`src/rtl/alu_dec_seq_if.sv`:
```
// ID->EX handshake bundle for the registered ALU decoder: instruction fields
// in, decoded operation out, each direction with its own valid/ready pair.
interface alu_dec_seq_if #(
    parameter int ALUOP_W = 5
);
    logic               in_valid;
    logic               in_ready;
    logic [6:0]         opcode;
    logic [2:0]         funct3;
    logic [6:0]         funct7;
    logic               out_valid;
    logic               out_ready;
    logic [ALUOP_W-1:0] alu_op;
    logic               unit_sel;
    logic               illegal;
    logic               div_busy;

    modport master (
        output in_valid, opcode, funct3, funct7, out_ready,
        input  in_ready, out_valid, alu_op, unit_sel, illegal, div_busy
    );

    modport slave (
        input  in_valid, opcode, funct3, funct7, out_ready,
        output in_ready, out_valid, alu_op, unit_sel, illegal, div_busy
    );
endinterface

```
`src/rtl/alu_dec_seq.sv`:
```
// RV32I/RV32M ALU decoder with registered outputs, valid/ready handshake and
// a stall that models iterative-divider occupancy.
module alu_dec_seq #(
    parameter int ALUOP_W    = 5,
    parameter int ENABLE_M   = 1,
    parameter int DIV_CYCLES = 32
) (
    input  logic         clk,
    input  logic         rst_n,
    input  logic         flush,
    alu_dec_seq_if.slave bus
);
    localparam int CNT_W = $clog2(DIV_CYCLES + 1);

    localparam logic [6:0] OP_LUI    = 7'b0110111;
    localparam logic [6:0] OP_AUIPC  = 7'b0010111;
    localparam logic [6:0] OP_JAL    = 7'b1101111;
    localparam logic [6:0] OP_JALR   = 7'b1100111;
    localparam logic [6:0] OP_BRANCH = 7'b1100011;
    localparam logic [6:0] OP_LOAD   = 7'b0000011;
    localparam logic [6:0] OP_STORE  = 7'b0100011;
    localparam logic [6:0] OP_ARI_I  = 7'b0010011;
    localparam logic [6:0] OP_ARI_R  = 7'b0110011;

    localparam logic [6:0] F7_BASE = 7'b0000000;
    localparam logic [6:0] F7_ALT  = 7'b0100000;
    localparam logic [6:0] F7_MULD = 7'b0000001;

    localparam logic [4:0] A_ADD = 5'd0,  A_SUB = 5'd1,  A_SLL = 5'd2,  A_SLT = 5'd3;
    localparam logic [4:0] A_SLTU = 5'd4, A_XOR = 5'd5,  A_SRL = 5'd6,  A_SRA = 5'd7;
    localparam logic [4:0] A_OR = 5'd8,   A_AND = 5'd9,  A_COPY_B = 5'd10, A_XXX = 5'd31;

    typedef enum logic [1:0] {IDLE, HOLD, DIV_WAIT} state_t;

    function automatic logic [4:0] std_op(input logic [2:0] f3);
        case (f3)
            3'b000:  return A_ADD;
            3'b001:  return A_SLL;
            3'b010:  return A_SLT;
            3'b011:  return A_SLTU;
            3'b100:  return A_XOR;
            3'b101:  return A_SRL;
            3'b110:  return A_OR;
            default: return A_AND;
        endcase
    endfunction

    state_t             state_q;
    logic [CNT_W-1:0]   cnt_q;
    logic               out_valid_q;
    logic [ALUOP_W-1:0] alu_op_q;
    logic               unit_sel_q;
    logic               illegal_q;
    logic               div_busy_q;

    logic [4:0] dec_op_d;
    logic       dec_unit_d;
    logic       dec_ill_d;
    logic       dec_div_d;
    logic       accept;

    // Illegal is the default; each legal encoding clears it explicitly.
    always_comb begin
        dec_op_d   = A_XXX;
        dec_unit_d = 1'b0;
        dec_ill_d  = 1'b1;
        dec_div_d  = 1'b0;
        case (bus.opcode)
            OP_LUI: begin
                dec_op_d  = A_COPY_B;
                dec_ill_d = 1'b0;
            end
            OP_AUIPC, OP_JAL, OP_JALR, OP_BRANCH, OP_LOAD, OP_STORE: begin
                dec_op_d  = A_ADD;
                dec_ill_d = 1'b0;
            end
            OP_ARI_R: begin
                if (bus.funct7 == F7_BASE) begin
                    dec_op_d  = std_op(bus.funct3);
                    dec_ill_d = 1'b0;
                end else if (bus.funct7 == F7_ALT) begin
                    if (bus.funct3 == 3'b000) begin
                        dec_op_d  = A_SUB;
                        dec_ill_d = 1'b0;
                    end else if (bus.funct3 == 3'b101) begin
                        dec_op_d  = A_SRA;
                        dec_ill_d = 1'b0;
                    end
                end else if (bus.funct7 == F7_MULD && ENABLE_M != 0) begin
                    dec_op_d   = {2'b10, bus.funct3};
                    dec_unit_d = 1'b1;
                    dec_ill_d  = 1'b0;
                    dec_div_d  = bus.funct3[2];
                end
            end
            OP_ARI_I: begin
                if (bus.funct3 == 3'b001) begin
                    if (bus.funct7 == F7_BASE) begin
                        dec_op_d  = A_SLL;
                        dec_ill_d = 1'b0;
                    end
                end else if (bus.funct3 == 3'b101) begin
                    if (bus.funct7 == F7_BASE) begin
                        dec_op_d  = A_SRL;
                        dec_ill_d = 1'b0;
                    end else if (bus.funct7 == F7_ALT) begin
                        dec_op_d  = A_SRA;
                        dec_ill_d = 1'b0;
                    end
                end else begin
                    dec_op_d  = std_op(bus.funct3);
                    dec_ill_d = 1'b0;
                end
            end
            default: ;
        endcase
    end

    assign bus.in_ready = !flush && ((state_q == IDLE) || (state_q == HOLD && bus.out_ready));
    assign accept       = bus.in_valid && bus.in_ready;

    always_ff @(posedge clk or negedge rst_n) begin
        if (!rst_n) begin
            state_q     <= IDLE;
            cnt_q       <= '0;
            out_valid_q <= 1'b0;
            alu_op_q    <= '0;
            unit_sel_q  <= 1'b0;
            illegal_q   <= 1'b0;
            div_busy_q  <= 1'b0;
        end else if (flush) begin
            state_q     <= IDLE;
            cnt_q       <= '0;
            out_valid_q <= 1'b0;
            div_busy_q  <= 1'b0;
        end else begin
            case (state_q)
                IDLE, HOLD: begin
                    if (accept) begin
                        alu_op_q   <= ALUOP_W'(dec_op_d);
                        unit_sel_q <= dec_unit_d;
                        illegal_q  <= dec_ill_d;
                        if (dec_div_d) begin
                            state_q     <= DIV_WAIT;
                            cnt_q       <= CNT_W'(DIV_CYCLES - 1);
                            out_valid_q <= 1'b0;
                            div_busy_q  <= 1'b1;
                        end else begin
                            state_q     <= HOLD;
                            out_valid_q <= 1'b1;
                        end
                    end else if (state_q == HOLD && bus.out_ready) begin
                        state_q     <= IDLE;
                        out_valid_q <= 1'b0;
                    end
                end
                DIV_WAIT: begin
                    if (cnt_q == '0) begin
                        state_q     <= HOLD;
                        out_valid_q <= 1'b1;
                        div_busy_q  <= 1'b0;
                    end else begin
                        cnt_q <= cnt_q - CNT_W'(1);
                    end
                end
                default: state_q <= IDLE;
            endcase
        end
    end

    assign bus.out_valid = out_valid_q;
    assign bus.alu_op    = alu_op_q;
    assign bus.unit_sel  = unit_sel_q;
    assign bus.illegal   = illegal_q;
    assign bus.div_busy  = div_busy_q;
endmodule
```
`src/flat_wrapper.sv`:
```
// flat-port wrapper written by rule: the top's interface ports become plain ports
module alu_dec_seq_flat 
#(
    parameter int ALUOP_W    = 5,
    parameter int ENABLE_M   = 1,
    parameter int DIV_CYCLES = 32
)
  (clk, rst_n, flush, bus_in_valid, bus_opcode, bus_funct3, bus_funct7, bus_out_ready, bus_in_ready, bus_out_valid, bus_alu_op, bus_unit_sel, bus_illegal, bus_div_busy);
  alu_dec_seq_if #(.ALUOP_W(ALUOP_W)) bus_i ();
  input  logic clk;
  input  logic rst_n;
  input  logic flush;
  input wire logic [$bits(bus_i.in_valid)-1:0] bus_in_valid;
  input wire logic [$bits(bus_i.opcode)-1:0] bus_opcode;
  input wire logic [$bits(bus_i.funct3)-1:0] bus_funct3;
  input wire logic [$bits(bus_i.funct7)-1:0] bus_funct7;
  input wire logic [$bits(bus_i.out_ready)-1:0] bus_out_ready;
  output wire logic [$bits(bus_i.in_ready)-1:0] bus_in_ready;
  output wire logic [$bits(bus_i.out_valid)-1:0] bus_out_valid;
  output wire logic [$bits(bus_i.alu_op)-1:0] bus_alu_op;
  output wire logic [$bits(bus_i.unit_sel)-1:0] bus_unit_sel;
  output wire logic [$bits(bus_i.illegal)-1:0] bus_illegal;
  output wire logic [$bits(bus_i.div_busy)-1:0] bus_div_busy;
  assign bus_i.in_valid = bus_in_valid;
  assign bus_i.opcode = bus_opcode;
  assign bus_i.funct3 = bus_funct3;
  assign bus_i.funct7 = bus_funct7;
  assign bus_i.out_ready = bus_out_ready;
  assign bus_in_ready = bus_i.in_ready;
  assign bus_out_valid = bus_i.out_valid;
  assign bus_alu_op = bus_i.alu_op;
  assign bus_unit_sel = bus_i.unit_sel;
  assign bus_illegal = bus_i.illegal;
  assign bus_div_busy = bus_i.div_busy;
  alu_dec_seq #(.ALUOP_W(ALUOP_W), .ENABLE_M(ENABLE_M), .DIV_CYCLES(DIV_CYCLES)) u_core (.clk(clk), .rst_n(rst_n), .flush(flush), .bus(bus_i));
endmodule
```
`config.mk`:
```
export PLATFORM = sky130hd
export DESIGN_NAME = alu_dec_seq_flat
export DESIGN_NICKNAME = d
export VERILOG_FILES = /design/src/rtl/alu_dec_seq_if.sv /design/src/rtl/alu_dec_seq.sv /design/src/flat_wrapper.sv
export SDC_FILE = /design/constraint.sdc
export NUM_CORES = 1
export LEC_CHECK = 0
export CAP_MARGIN = 15
export CORE_MARGIN = 10
export CORE_UTILIZATION = 52
export DETAILED_ROUTE_END_ITERATION = 6
export PLACE_DENSITY = 0.91
export SYNTH_ARGS = -nofsm -noshare
export SYNTH_HDL_FRONTEND = slang
export SYNTH_SLANG_ARGS = --single-unit
```
`constraint.sdc`:
```
create_clock -name clk -period 4.1 [get_ports clk]
set_input_delay 1.025 -clock clk [delete_from_list [all_inputs] [get_ports clk]]
set_output_delay 1.025 -clock clk [all_outputs]
set_load 0.02 [all_outputs]
```
==> metrics <==
status finished, final reports clean; Worst-Skew Late Latency 0.30 ns; Max Clock Freq about 0.29 GHz; Setup TNS 0 ns; number of H-tree levels 1; vias 1,300; Slew headroom between 40% and 50%; ys async rst share 100%; cell row count 17; CTS Buf Count 3; I/O Buffers 31; CP Buf/Inv Count 2; Power Dens Cells 222 mW/mm^2; Tcrit/Tclk final 84.9%; CTS tree built; Inserted Diodes 0; Largest stage delay, worst path ~0.53 ns; cts hold-fix bufs 0; CTS root buf clkbuf_4; Max Cap Viol 0; vias in the first global route 1,249; LEAKAGE ~0.00062 uW; clk_skew between 0.002 and 0.003 ns; Min-Delay Path Class reg -> reg; Residual DRC 0; Cells after Synth 140; RSZ-0062 raised after global routing false; Final WS setup approximately 0.62 ns; GPL Wtd Cong ~0.94; drt total wl 3590 microns; Antenna Violating Nets Remaining 0; clk sinks 17; Die ar. 0.00486 sq mm; CP Capture Type output port; initial antenna violation count 0; Util after Layout a little under three quarters; most frequent CP cell clkdlybuf4s50_1; Avg WL per Cell ~18 microns; largest net degree at the start of global routing 18; worst path arrival time 2.45 ns; multi-input combinational cell area 796 sq um; final net count 196; Storage cell area between 400 and 500 sq um; top-area cell type share of the netlist area between 30% and 40%; I/O pin cnt 32; clk slew on worst S/H paths about 0.1 ns; distinct cell type count after synthesis 52; area of the mapped netlist 0.00128 sq mm; r2r startpoint u_core.state_q[1]$_DFFE_PN0P_; crit path from bus_out_ready; post-CTS resize count 0; Critical Path Source Type primary input; Worst Tran Pin Value about 0.76 ns; pre-CTS WS 0.614 ns; drt first-iter violations 164; fill cell count around 180; clock buffer depth 2; Syn-to-layout area delta 27.0%; crit-path max FO 6; layout cells sized above 1 a little under a tenth; CP max stage cell clkdlybuf4s50_1; Final min period approximately 3.5 ns; Post-synth EDFFs 0; main area contributors after synthesis dfrtp_1, a31oi_1, nor2_1; syn nets 164; CP Data Required Time 3.07 ns; final hold vios 0; ys flop type dfrtp_1; post-DR vias/cell about 6.5; Initial Util roughly 56%; crit-path cells clkdlybuf4s50_1 > or2b_2 > and2_1 > clkdlybuf4s50_1; register area share after synthesis between 30% and 40%; maximum vdd drop roughly 0.21 mV; Die Ht 69.7 microns; syn_area_per_cell 9.17 sq um; DRT Pass-1 Iters 4; largest delay contributor family on the critical path buffers and inverters; Yosys reg bits 17; Synth Warn # 0; postcts setup bufs 0; first-pass GRT wire length around 6000 microns; Total GRT Usage around 14%; final setup vio count 0; CP Class in -> out; HPWL after detailed placement ~2800 microns; Core ar. approximately 0.0023 sq mm; grt ovf 0; Max Slew Vio Count 0; leading area contributor after synthesis dfrtp_1; Die X ~70 microns; HP Start u_core.bus.unit_sel$_DFFE_PN0P_
[sequential cells by signal, indices dropped and copies added (netlist names)]
signal and cells:
u_core.cnt_q 6, u_core.bus.div_busy 1, u_core.bus.unit_sel 1, u_core.bus.illegal 1
u_core.bus.out_valid 1, u_core.state_q 2, u_core.bus.alu_op 5
[Yosys cell counts (3+ instances only)]
cell type and count:
o31ai_1 3, o21ai_0 7, nor2b_1 3, nor2_1 11
nor3_1 4, a21oi_1 6, xor2_1 3, dfrtp_1 17
o32a_1 3, nand3_1 4, inv_1 8, nand2_1 7
or2b_1 3, a31oi_1 9
[path summary, 6_finish.rpt]
path                                               endpoint  slack, ns  cells after the start
min                         u_core.bus.unit_sel$_DFFE_PN0P_       0.51                      2
min in group asynchronous  u_core.bus.alu_op[3]$_DFFE_PN0P_       1.17                      1
min reg2reg                 u_core.bus.unit_sel$_DFFE_PN0P_       0.51                      2
max in group asynchronous   u_core.bus.div_busy$_DFFE_PN0P_       2.46                      1
max                                            bus_in_ready       0.62                      4
max reg2reg                     u_core.cnt_q[2]$_DFFE_PN0P_       2.10                      4
[stage by stage]
stage	std cells	total power (uW)	instance area [sq um]	hold slack (ns)
2_1_floorplan	140	223	1280	0.516
3_3_place_gp	195	269	1600	0.472
3_5_place_dp	195	273	1600	0.488
4_1_cts	199	362	1630	0.509
5_1_grt	199	379	1630	0.544
6_report	199	362	1630	0.506
[cells by family (layout without fill, tap and decap cells)]
kind of cell               Yosys count  in the layout  share of synthesized area (%)
xor gates and xnor gates             4              4                           2.73
muxes                                2              2                           1.56
AOI/OAI and AO/OA                   45             45                           27.4
DFF                                 17             17                           33.1
adders and majority gates            2              2                           1.95
buffers and inverters               13             44                           4.87
and+or+nand+nor                     57             57                           28.4
[power breakdown]
part / total [uW] / internal (uW) / switching, uW
logic: 93.7 / 45.5 / 48.2
clock network: 90.8 / 37.9 / 52.8
registers: 177 / 173 / 3.88
total: 362 / 257 / 105
[final cells by class]
class | instances | share of cell area (%)
Tap cell | 28 | 2.15
Inverter | 8 | 1.84
Multi-Input combinational cell | 110 | 48.8
Timing Repair Buffer | 32 | 19.5
Sequential cell | 17 | 26.1
Clock buffer | 4 | 1.61
[worst min-delay path, delay by kind of cell, from the launching register on]
| kind | cells | cell delay (ns) |
|---|---|---|
| DFF | 1 | 0.35 |
| and+or+nand+nor | 1 | 0.06 |
| AOI/OAI and AO/OA | 1 | 0.06 |
[routing by layer]
metal  vias up  track usage, %  routed length [microns]
li1        603               -                        -
met1       600            18.1                     1500
met2        85            23.0                     1700
met3        12            5.14                      343
met4         0            1.96                       45
met5         -               0                        0
[layout by cell type (no fill, tap or decap), types with 3 or more instances in the layout]
cell,count
nor2_1,11
o32a_1,3
clkdlybuf4s50_1,31
clkbuf_4,3
inv_1,8
o21ai_0,7
nor3_1,4
nor2b_1,3
xor2_1,3
dfrtp_1,17
nand2_1,7
a21oi_1,6
a31oi_1,9
o31ai_1,3
or2b_1,3
nand3_1,4
(Power assumes the default switching activity.)
